`src/rtl/axil_pkg.sv`:
```
// Shared types and helpers for the AXI4-Lite register bank: response codes,
// channel FSM states and the byte-enable merge used on write commit.
package axil_pkg;

  localparam logic [1:0] RESP_OKAY   = 2'b00;
  localparam logic [1:0] RESP_SLVERR = 2'b10;

  typedef enum logic {
    W_IDLE,
    W_RESP
  } wr_state_t;

  typedef enum logic {
    R_IDLE,
    R_DATA
  } rd_state_t;

  // Byte b of the result comes from data when strb[b] is set, else from old_val.
  function automatic logic [31:0] strb_merge(input logic [31:0] old_val,
                                             input logic [31:0] data,
                                             input logic [3:0]  strb);
    logic [31:0] merged;
    for (int b = 0; b < 4; b++) begin
      merged[b*8 +: 8] = strb[b] ? data[b*8 +: 8] : old_val[b*8 +: 8];
    end
    return merged;
  endfunction

endpackage

```
`src/rtl/axi_lite_addr_decode.sv`:
```
// Combinational byte-address decode for the register window: prefix match,
// register index, range check and read-only lookup.
module axi_lite_addr_decode
  import axil_pkg::*;
#(
  parameter int                  REG_ADDR_W = 12,
  parameter logic [31:0]         REG_PREFIX = 32'h0000_0000,
  parameter int                  NUM_REGS   = 16,
  parameter logic [NUM_REGS-1:0] RO_MASK    = '0
) (
  input  logic [31:0]           i_addr,
  output logic                  o_hit,
  output logic [REG_ADDR_W-3:0] o_index,
  output logic                  o_is_ro
);

  localparam int IDX_W = REG_ADDR_W - 2;

  logic w_prefix_hit;
  logic w_in_range;
  logic w_unused_lsb;

  // Byte lanes within a word carry no decode information.
  assign w_unused_lsb = ^i_addr[1:0];

  assign o_index      = i_addr[REG_ADDR_W-1:2];
  assign w_prefix_hit = (i_addr[31:REG_ADDR_W] == REG_PREFIX[31:REG_ADDR_W]);
  assign w_in_range   = ({{(32-IDX_W){1'b0}}, o_index} < 32'(NUM_REGS));
  assign o_hit        = w_prefix_hit && w_in_range;

  // NOTE: every always_comb output gets a default before any conditional
  // assignment so no path leaves it unassigned and a latch is never inferred.
  always_comb begin
    o_is_ro = 1'b0;
    for (int i = 0; i < NUM_REGS; i++) begin
      if (o_index == IDX_W'(i)) o_is_ro = RO_MASK[i];
    end
    o_is_ro = o_is_ro && o_hit;
  end

endmodule

```
`src/rtl/axi_lite_reg_bank.sv`:
```
// AXI4-Lite slave register bank with parametrised window, read-only status
// slots, byte-enable writes, SLVERR on decode miss and per-register strobes.
module axi_lite_reg_bank
  import axil_pkg::*;
#(
  parameter int                     REG_ADDR_W = 12,
  parameter logic [31:0]            REG_PREFIX = 32'h0000_0000,
  parameter int                     NUM_REGS   = 16,
  parameter logic [NUM_REGS-1:0]    RO_MASK    = '0,
  parameter logic [NUM_REGS*32-1:0] RST_VAL    = '0
) (
  input  logic                     aclk,
  input  logic                     aresetn,
  input  logic                     s_axil_awvalid,
  output logic                     s_axil_awready,
  input  logic [31:0]              s_axil_awaddr,
  input  logic                     s_axil_wvalid,
  output logic                     s_axil_wready,
  input  logic [31:0]              s_axil_wdata,
  input  logic [3:0]               s_axil_wstrb,
  output logic                     s_axil_bvalid,
  input  logic                     s_axil_bready,
  output logic [1:0]               s_axil_bresp,
  input  logic                     s_axil_arvalid,
  output logic                     s_axil_arready,
  input  logic [31:0]              s_axil_araddr,
  output logic                     s_axil_rvalid,
  input  logic                     s_axil_rready,
  output logic [31:0]              s_axil_rdata,
  output logic [1:0]               s_axil_rresp,
  output logic [NUM_REGS*32-1:0]   reg_out,
  input  logic [NUM_REGS*32-1:0]   reg_in,
  output logic [NUM_REGS-1:0]      wr_pulse,
  output logic [NUM_REGS-1:0]      rd_pulse
);

  localparam int IDX_W = REG_ADDR_W - 2;

  wr_state_t   r_wr_state;
  rd_state_t   r_rd_state;
  logic [31:0] r_regs [NUM_REGS];
  logic        r_aw_done;
  logic        r_w_done;
  logic [31:0] r_awaddr;
  logic [31:0] r_wdata;
  logic [3:0]  r_wstrb;

  logic             w_aw_hit;
  logic [IDX_W-1:0] w_aw_idx;
  logic             w_aw_ro;
  logic             w_aw_ok;
  logic             w_ar_hit;
  logic [IDX_W-1:0] w_ar_idx;
  logic             w_unused_ar_ro;
  logic [31:0]      w_rd_data;

  axi_lite_addr_decode #(
    .REG_ADDR_W (REG_ADDR_W),
    .REG_PREFIX (REG_PREFIX),
    .NUM_REGS   (NUM_REGS),
    .RO_MASK    (RO_MASK)
  ) u_aw_decode (
    .i_addr  (r_awaddr),
    .o_hit   (w_aw_hit),
    .o_index (w_aw_idx),
    .o_is_ro (w_aw_ro)
  );

  axi_lite_addr_decode #(
    .REG_ADDR_W (REG_ADDR_W),
    .REG_PREFIX (REG_PREFIX),
    .NUM_REGS   (NUM_REGS),
    .RO_MASK    (RO_MASK)
  ) u_ar_decode (
    .i_addr  (s_axil_araddr),
    .o_hit   (w_ar_hit),
    .o_index (w_ar_idx),
    .o_is_ro (w_unused_ar_ro)
  );

  assign w_aw_ok = w_aw_hit && !w_aw_ro;

  // Read-only slots expose the live status input; RW slots the stored value.
  always_comb begin
    w_rd_data = '0;
    for (int i = 0; i < NUM_REGS; i++) begin
      if (w_ar_idx == IDX_W'(i)) begin
        w_rd_data = RO_MASK[i] ? reg_in[i*32 +: 32] : r_regs[i];
      end
    end
  end

  always_comb begin
    reg_out = '0;
    for (int i = 0; i < NUM_REGS; i++) begin
      reg_out[i*32 +: 32] = RO_MASK[i] ? 32'h0 : r_regs[i];
    end
  end

  // Write channel: AW and W are captured independently; the commit happens on
  // the edge after both are held, so latency is one cycle after the later beat.
  always_ff @(posedge aclk or negedge aresetn) begin
    if (!aresetn) begin
      r_wr_state     <= W_IDLE;
      r_aw_done      <= 1'b0;
      r_w_done       <= 1'b0;
      r_awaddr       <= '0;
      r_wdata        <= '0;
      r_wstrb        <= '0;
      s_axil_awready <= 1'b0;
      s_axil_wready  <= 1'b0;
      s_axil_bvalid  <= 1'b0;
      s_axil_bresp   <= RESP_OKAY;
      wr_pulse       <= '0;
      // NOTE: the register array is built from flops, not RAM, so it takes
      // its reset value here like any other state.
      for (int i = 0; i < NUM_REGS; i++) begin
        r_regs[i] <= RO_MASK[i] ? 32'h0 : RST_VAL[i*32 +: 32];
      end
    end else begin
      wr_pulse <= '0;
      unique case (r_wr_state)
        W_IDLE: begin
          if (r_aw_done && r_w_done) begin
            s_axil_bvalid <= 1'b1;
            s_axil_bresp  <= w_aw_ok ? RESP_OKAY : RESP_SLVERR;
            for (int i = 0; i < NUM_REGS; i++) begin
              if (w_aw_ok && (w_aw_idx == IDX_W'(i))) begin
                r_regs[i]   <= strb_merge(r_regs[i], r_wdata, r_wstrb);
                wr_pulse[i] <= 1'b1;
              end
            end
            r_wr_state <= W_RESP;
          end else begin
            if (s_axil_awvalid && s_axil_awready) begin
              r_awaddr       <= s_axil_awaddr;
              r_aw_done      <= 1'b1;
              s_axil_awready <= 1'b0;
            end else if (!r_aw_done) begin
              s_axil_awready <= 1'b1;
            end
            if (s_axil_wvalid && s_axil_wready) begin
              r_wdata       <= s_axil_wdata;
              r_wstrb       <= s_axil_wstrb;
              r_w_done      <= 1'b1;
              s_axil_wready <= 1'b0;
            end else if (!r_w_done) begin
              s_axil_wready <= 1'b1;
            end
          end
        end
        W_RESP: begin
          if (s_axil_bvalid && s_axil_bready) begin
            s_axil_bvalid <= 1'b0;
            r_aw_done     <= 1'b0;
            r_w_done      <= 1'b0;
            r_wr_state    <= W_IDLE;
          end
        end
      endcase
    end
  end

  // Read channel: data is sampled on the AR handshake edge, so a write
  // committing on that same edge is not yet visible to the read.
  always_ff @(posedge aclk or negedge aresetn) begin
    if (!aresetn) begin
      r_rd_state     <= R_IDLE;
      s_axil_arready <= 1'b0;
      s_axil_rvalid  <= 1'b0;
      s_axil_rdata   <= '0;
      s_axil_rresp   <= RESP_OKAY;
      rd_pulse       <= '0;
    end else begin
      rd_pulse <= '0;
      unique case (r_rd_state)
        R_IDLE: begin
          if (s_axil_arvalid && s_axil_arready) begin
            s_axil_arready <= 1'b0;
            s_axil_rvalid  <= 1'b1;
            s_axil_rdata   <= w_ar_hit ? w_rd_data : 32'h0;
            s_axil_rresp   <= w_ar_hit ? RESP_OKAY : RESP_SLVERR;
            for (int i = 0; i < NUM_REGS; i++) begin
              if (w_ar_hit && (w_ar_idx == IDX_W'(i))) rd_pulse[i] <= 1'b1;
            end
            r_rd_state <= R_DATA;
          end else begin
            s_axil_arready <= 1'b1;
          end
        end
        R_DATA: begin
          if (s_axil_rvalid && s_axil_rready) begin
            s_axil_rvalid <= 1'b0;
            r_rd_state    <= R_IDLE;
          end
        end
      endcase
    end
  end

endmodule
```
`config.mk`:
```
export PLATFORM = sky130hd
export DESIGN_NAME = axi_lite_reg_bank
export DESIGN_NICKNAME = d
export VERILOG_FILES = /design/src/rtl/axil_pkg.sv /design/src/rtl/axi_lite_addr_decode.sv /design/src/rtl/axi_lite_reg_bank.sv
export SDC_FILE = /design/constraint.sdc
export NUM_CORES = 1
export LEC_CHECK = 0
export ABC_AREA = 1
export BUFFER_PORTS_ARGS = -buffer_cell sky130_fd_sc_hd__buf_2
export CAP_MARGIN = 20
export CORE_AREA = 5 5 468 470
export DETAILED_ROUTE_END_ITERATION = 12
export DIE_AREA = 0 0 473 475
export MAX_ROUTING_LAYER = met4
export PLACE_DENSITY = 0.38
export SETUP_SLACK_MARGIN = 0.3
export SLEW_MARGIN = 20
export SYNTH_ARGS = -nofsm -noshare
export SYNTH_HDL_FRONTEND = slang
export SYNTH_SLANG_ARGS = --single-unit
```
`constraint.sdc`:
```
create_clock -name aclk -period 6.5 [get_ports aclk]
set_input_delay 0.65 -clock aclk [delete_from_list [all_inputs] [get_ports aclk]]
set_output_delay 0.65 -clock aclk [all_outputs]
set_load 0.05 [all_outputs]
```
==> impl_metrics.json <==
{
  "htreeDepth": 3,
  "rsz0062_at_grt": "no",
  "clkPwrFrac_pct": 44.5,
  "place.gp.congestion": 0.8716,
  "syn_area_per_cell_sq_um": 8.399,
  "finalSetupViolations": 0,
  "period_share_pct": 67.28,
  "hpwl_microns": 132600,
  "cts_resized": 0,
  "hold_viol": 0,
  "fin_setup_tns_ns": 0,
  "pin_count": 1204,
  "utilization_pct": 17.96,
  "final_cell_area_sq_um": 38420,
  "peakVddDrop_uv": 210.9,
  "cts.path.max_buffers": 3,
  "layout-drive-gt1-share_pct": 24.34,
  "required_ns": 7.11,
  "whs_ns": 0.09298,
  "nNetsFinal": 4662,
  "maxCapViolations": 0,
  "antenna_found_initial": 24,
  "via_count": 26760,
  "wl_met2_microns": 75180,
  "cp.arrival_ns": 4.98,
  "grt_use_total_pct": 15.16,
  "drtIter0Drc": 2056,
  "start_util_pct": 13.39,
  "syn_to_final_growth_pct": 34.07,
  "p_leak_nw": 18.24,
  "cts_tree": "done",
  "end_kind": "flop",
  "die_w_microns": 473,
  "postCtsSetupBuffers": 0,
  "synth-seq-cells": 653,
  "ys_seq_area_share_pct": 57.02,
  "critPathLaunchType": "flop",
  "instances_no_fill": 6966,
  "met3_length_microns": 15820,
  "place_area_sq_um": 35380,
  "power.share.switching_pct": 34.03,
  "r2r_setup_slack_ns": 2.13,
  "slew_violations": 0,
  "status": "finished clean",
  "drc_errors": 0,
  "cts.sinks": 653,
  "final_cell_mix": "1,137 x nand2_1, 684 x buf_2, 653 x dfrtp_1, 280 x nor2_1, 275 x o21ai_1",
  "std_cell_rows": 170,
  "pwr-share-comb_pct": 16.6,
  "synth-warning-count": 0,
  "power_frac_seq_pct": 39.0,
  "p_int_mw": 7.516,
  "clock_latency_ns": 0.75,
  "die_h_microns": 475,
  "portBuffers": 685,
  "critPathKind": "flop to flop",
  "fin_worst_skew_ns": 0.05434,
  "syn-cell-area_sq_um": 28660,
  "met1_length_microns": 76960,
  "grt_max_degree": 120,
  "path_clk_slew_ns": 0.06,
  "wl_per_cell_microns": 24.56,
  "min_path_type": "input pin to flop",
  "crit_fanout": 17,
  "final_common_cell": "nand2_1",
  "root_buffer": "clkbuf_16",
  "overflow": 0,
  "synthDistinctLibCells": 36,
  "dr.pass1.iters": 5,
  "min_period_ns": 4.373,
  "max_slew.worst_pin.slew_ns": 1.071,
  "topRoutingLayerUsed": "met4",
  "grt_pass1_vias": 26320,
  "viasPerCell": 3.842,
  "cts_buffers": 85,
  "antenna_left": 0,
  "grt_pass1_wl_microns": 229900,
  "dieArea_sq_um": 224700,
  "switching_power_mw": 3.878,
  "wl_microns": 171100,
  "fmax_mhz": 228.7,
  "synth_cells": 3412,
  "dp_cells": 6792,
  "p_per_area_nw_per_um2": 296.5,
  "relSlewSlack_pct": 28.22,
  "core_sq_um": 214000
}
-- registers in the layout, indices dropped and copies added (netlist names), 4 cells and up --
signal	count
r_wstrb	4
s_axil_rdata	32
wr_pulse	16
r_wdata	32
rd_pulse	16
r_awaddr	30
reg_out	512
-- layer usage --
| metal | vias up | global-route usage, % |
|---|---|---|
| li1 | 12410 | - |
| met1 | 13150 | 19.53 |
| met2 | 1045 | 23.14 |
| met3 | 155 | 5.356 |
| met4 | 0 | 2.771 |
| met5 | - | - |
-- synthesized netlist by cell type --
| cell type | n | area (sq um) |
|---|---|---|
| nand2_1 | 1139 | 4275 |
| dfrtp_1 | 653 | 16340 |
| nor2_1 | 294 | 1104 |
| o21ai_1 | 275 | 1376 |
| o21ai_0 | 249 | 1246 |
| inv_1 | 169 | 634.4 |
| nand3_1 | 133 | 665.6 |
| clkbuf_1 | 130 | 488.0 |
| nand4_1 | 67 | 419.2 |
| a21oi_1 | 50 | 250.2 |
| nor3_1 | 44 | 220.2 |
| buf_2 | 42 | 210.2 |
| nand3_2 | 32 | 320.3 |
| o21ai_2 | 32 | 280.3 |
| nand3b_1 | 15 | 112.6 |
| buf_1 | 14 | 52.55 |
| or2_2 | 12 | 75.07 |
| nor4_1 | 11 | 68.82 |
| nor3_4 | 9 | 146.4 |
| nor3_2 | 7 | 70.07 |
| buf_6 | 5 | 56.30 |
| clkinv_1 | 5 | 18.77 |
| inv_2 | 4 | 15.01 |
| nand3_4 | 4 | 70.07 |
| nor3b_1 | 3 | 22.52 |
| buf_4 | 2 | 15.01 |
| nand2_2 | 2 | 12.51 |
| nor2_2 | 2 | 12.51 |
| conb_1 | 1 | 3.750 |
| nor2_4 | 1 | 11.26 |
| nor4_2 | 1 | 12.51 |
| nor4_4 | 1 | 21.27 |
| nor4b_1 | 1 | 8.760 |
| o21a_1 | 1 | 7.510 |
| or3_1 | 1 | 6.260 |
| or4_1 | 1 | 7.510 |
-- through the flow --
step	worst slack [ns]	power [mW]
6_report	2.127	11.39
5_1_grt	1.780	11.94
4_1_cts	2.016	11.66
3_5_place_dp	1.896	6.495
3_3_place_gp	1.901	6.479
2_1_floorplan	3.954	5.489
-- critical path, stage by stage, from the launching register on --
cell	delay (ns)
dfrtp_1	0.37
or4_1	0.53
nor4_1	0.47
nand2_2	0.55
nor3_2	0.95
nand3_1	0.90
o21ai_0	0.43
-- logic make-up after synthesis --
group | synth area share (%)
compound gates | 11.03
buf+inv | 5.200
flops | 57.02
other cells | 0.01309
simple gates | 26.74
-- path summary, 6_finish.rpt --
| check | cells after the start | endpoint | startpoint |
|---|---|---|---|
| min in group asynchronous | 2 | s_axil_rdata[11]$_DFFE_PN0P_ | aresetn |
| max in group asynchronous | 3 | reg_out[477]$_DFFE_PN0P_ | aresetn |
| max reg2reg | 6 | reg_out[449]$_DFFE_PN0P_ | r_awaddr[23]$_DFFE_PN0P_ |
| max | 6 | reg_out[449]$_DFFE_PN0P_ | r_awaddr[23]$_DFFE_PN0P_ |
| min | 3 | r_awaddr[18]$_DFFE_PN0P_ | s_axil_awaddr[18] |
| min reg2reg | 2 | s_axil_rdata[8]$_DFFE_PN0P_ | s_axil_rdata[8]$_DFFE_PN0P_ |
-- layout make-up --
type	instances	area, sq um
Sequential cell	653	16340
Antenna cell	15	37.54
Clock inverter	27	417.9
Fill cell	24360	175600
Inverter	178	671.9
Multi-Input combinational cell	2389	10950
Tap cell	2838	3551
Timing Repair Buffer	736	3906
Clock buffer	130	2547
-- what timing repair did --
action	4_1_cts	5_1_grt
endpoints found under the setup margin	0	0
hold buffers	1	0
endpoints found under the hold margin	62	0
-- power groups by stage --
stage	sequential (mW)	clock [mW]	combinational [mW]
2_1_floorplan	4.57	0	0.923
3_3_place_gp	4.51	0	1.97
3_5_place_dp	4.51	0	1.98
4_1_cts	4.44	5.23	1.99
5_1_grt	4.47	5.38	2.09
6_report	4.44	5.07	1.89
(Power assumes the default switching activity.)
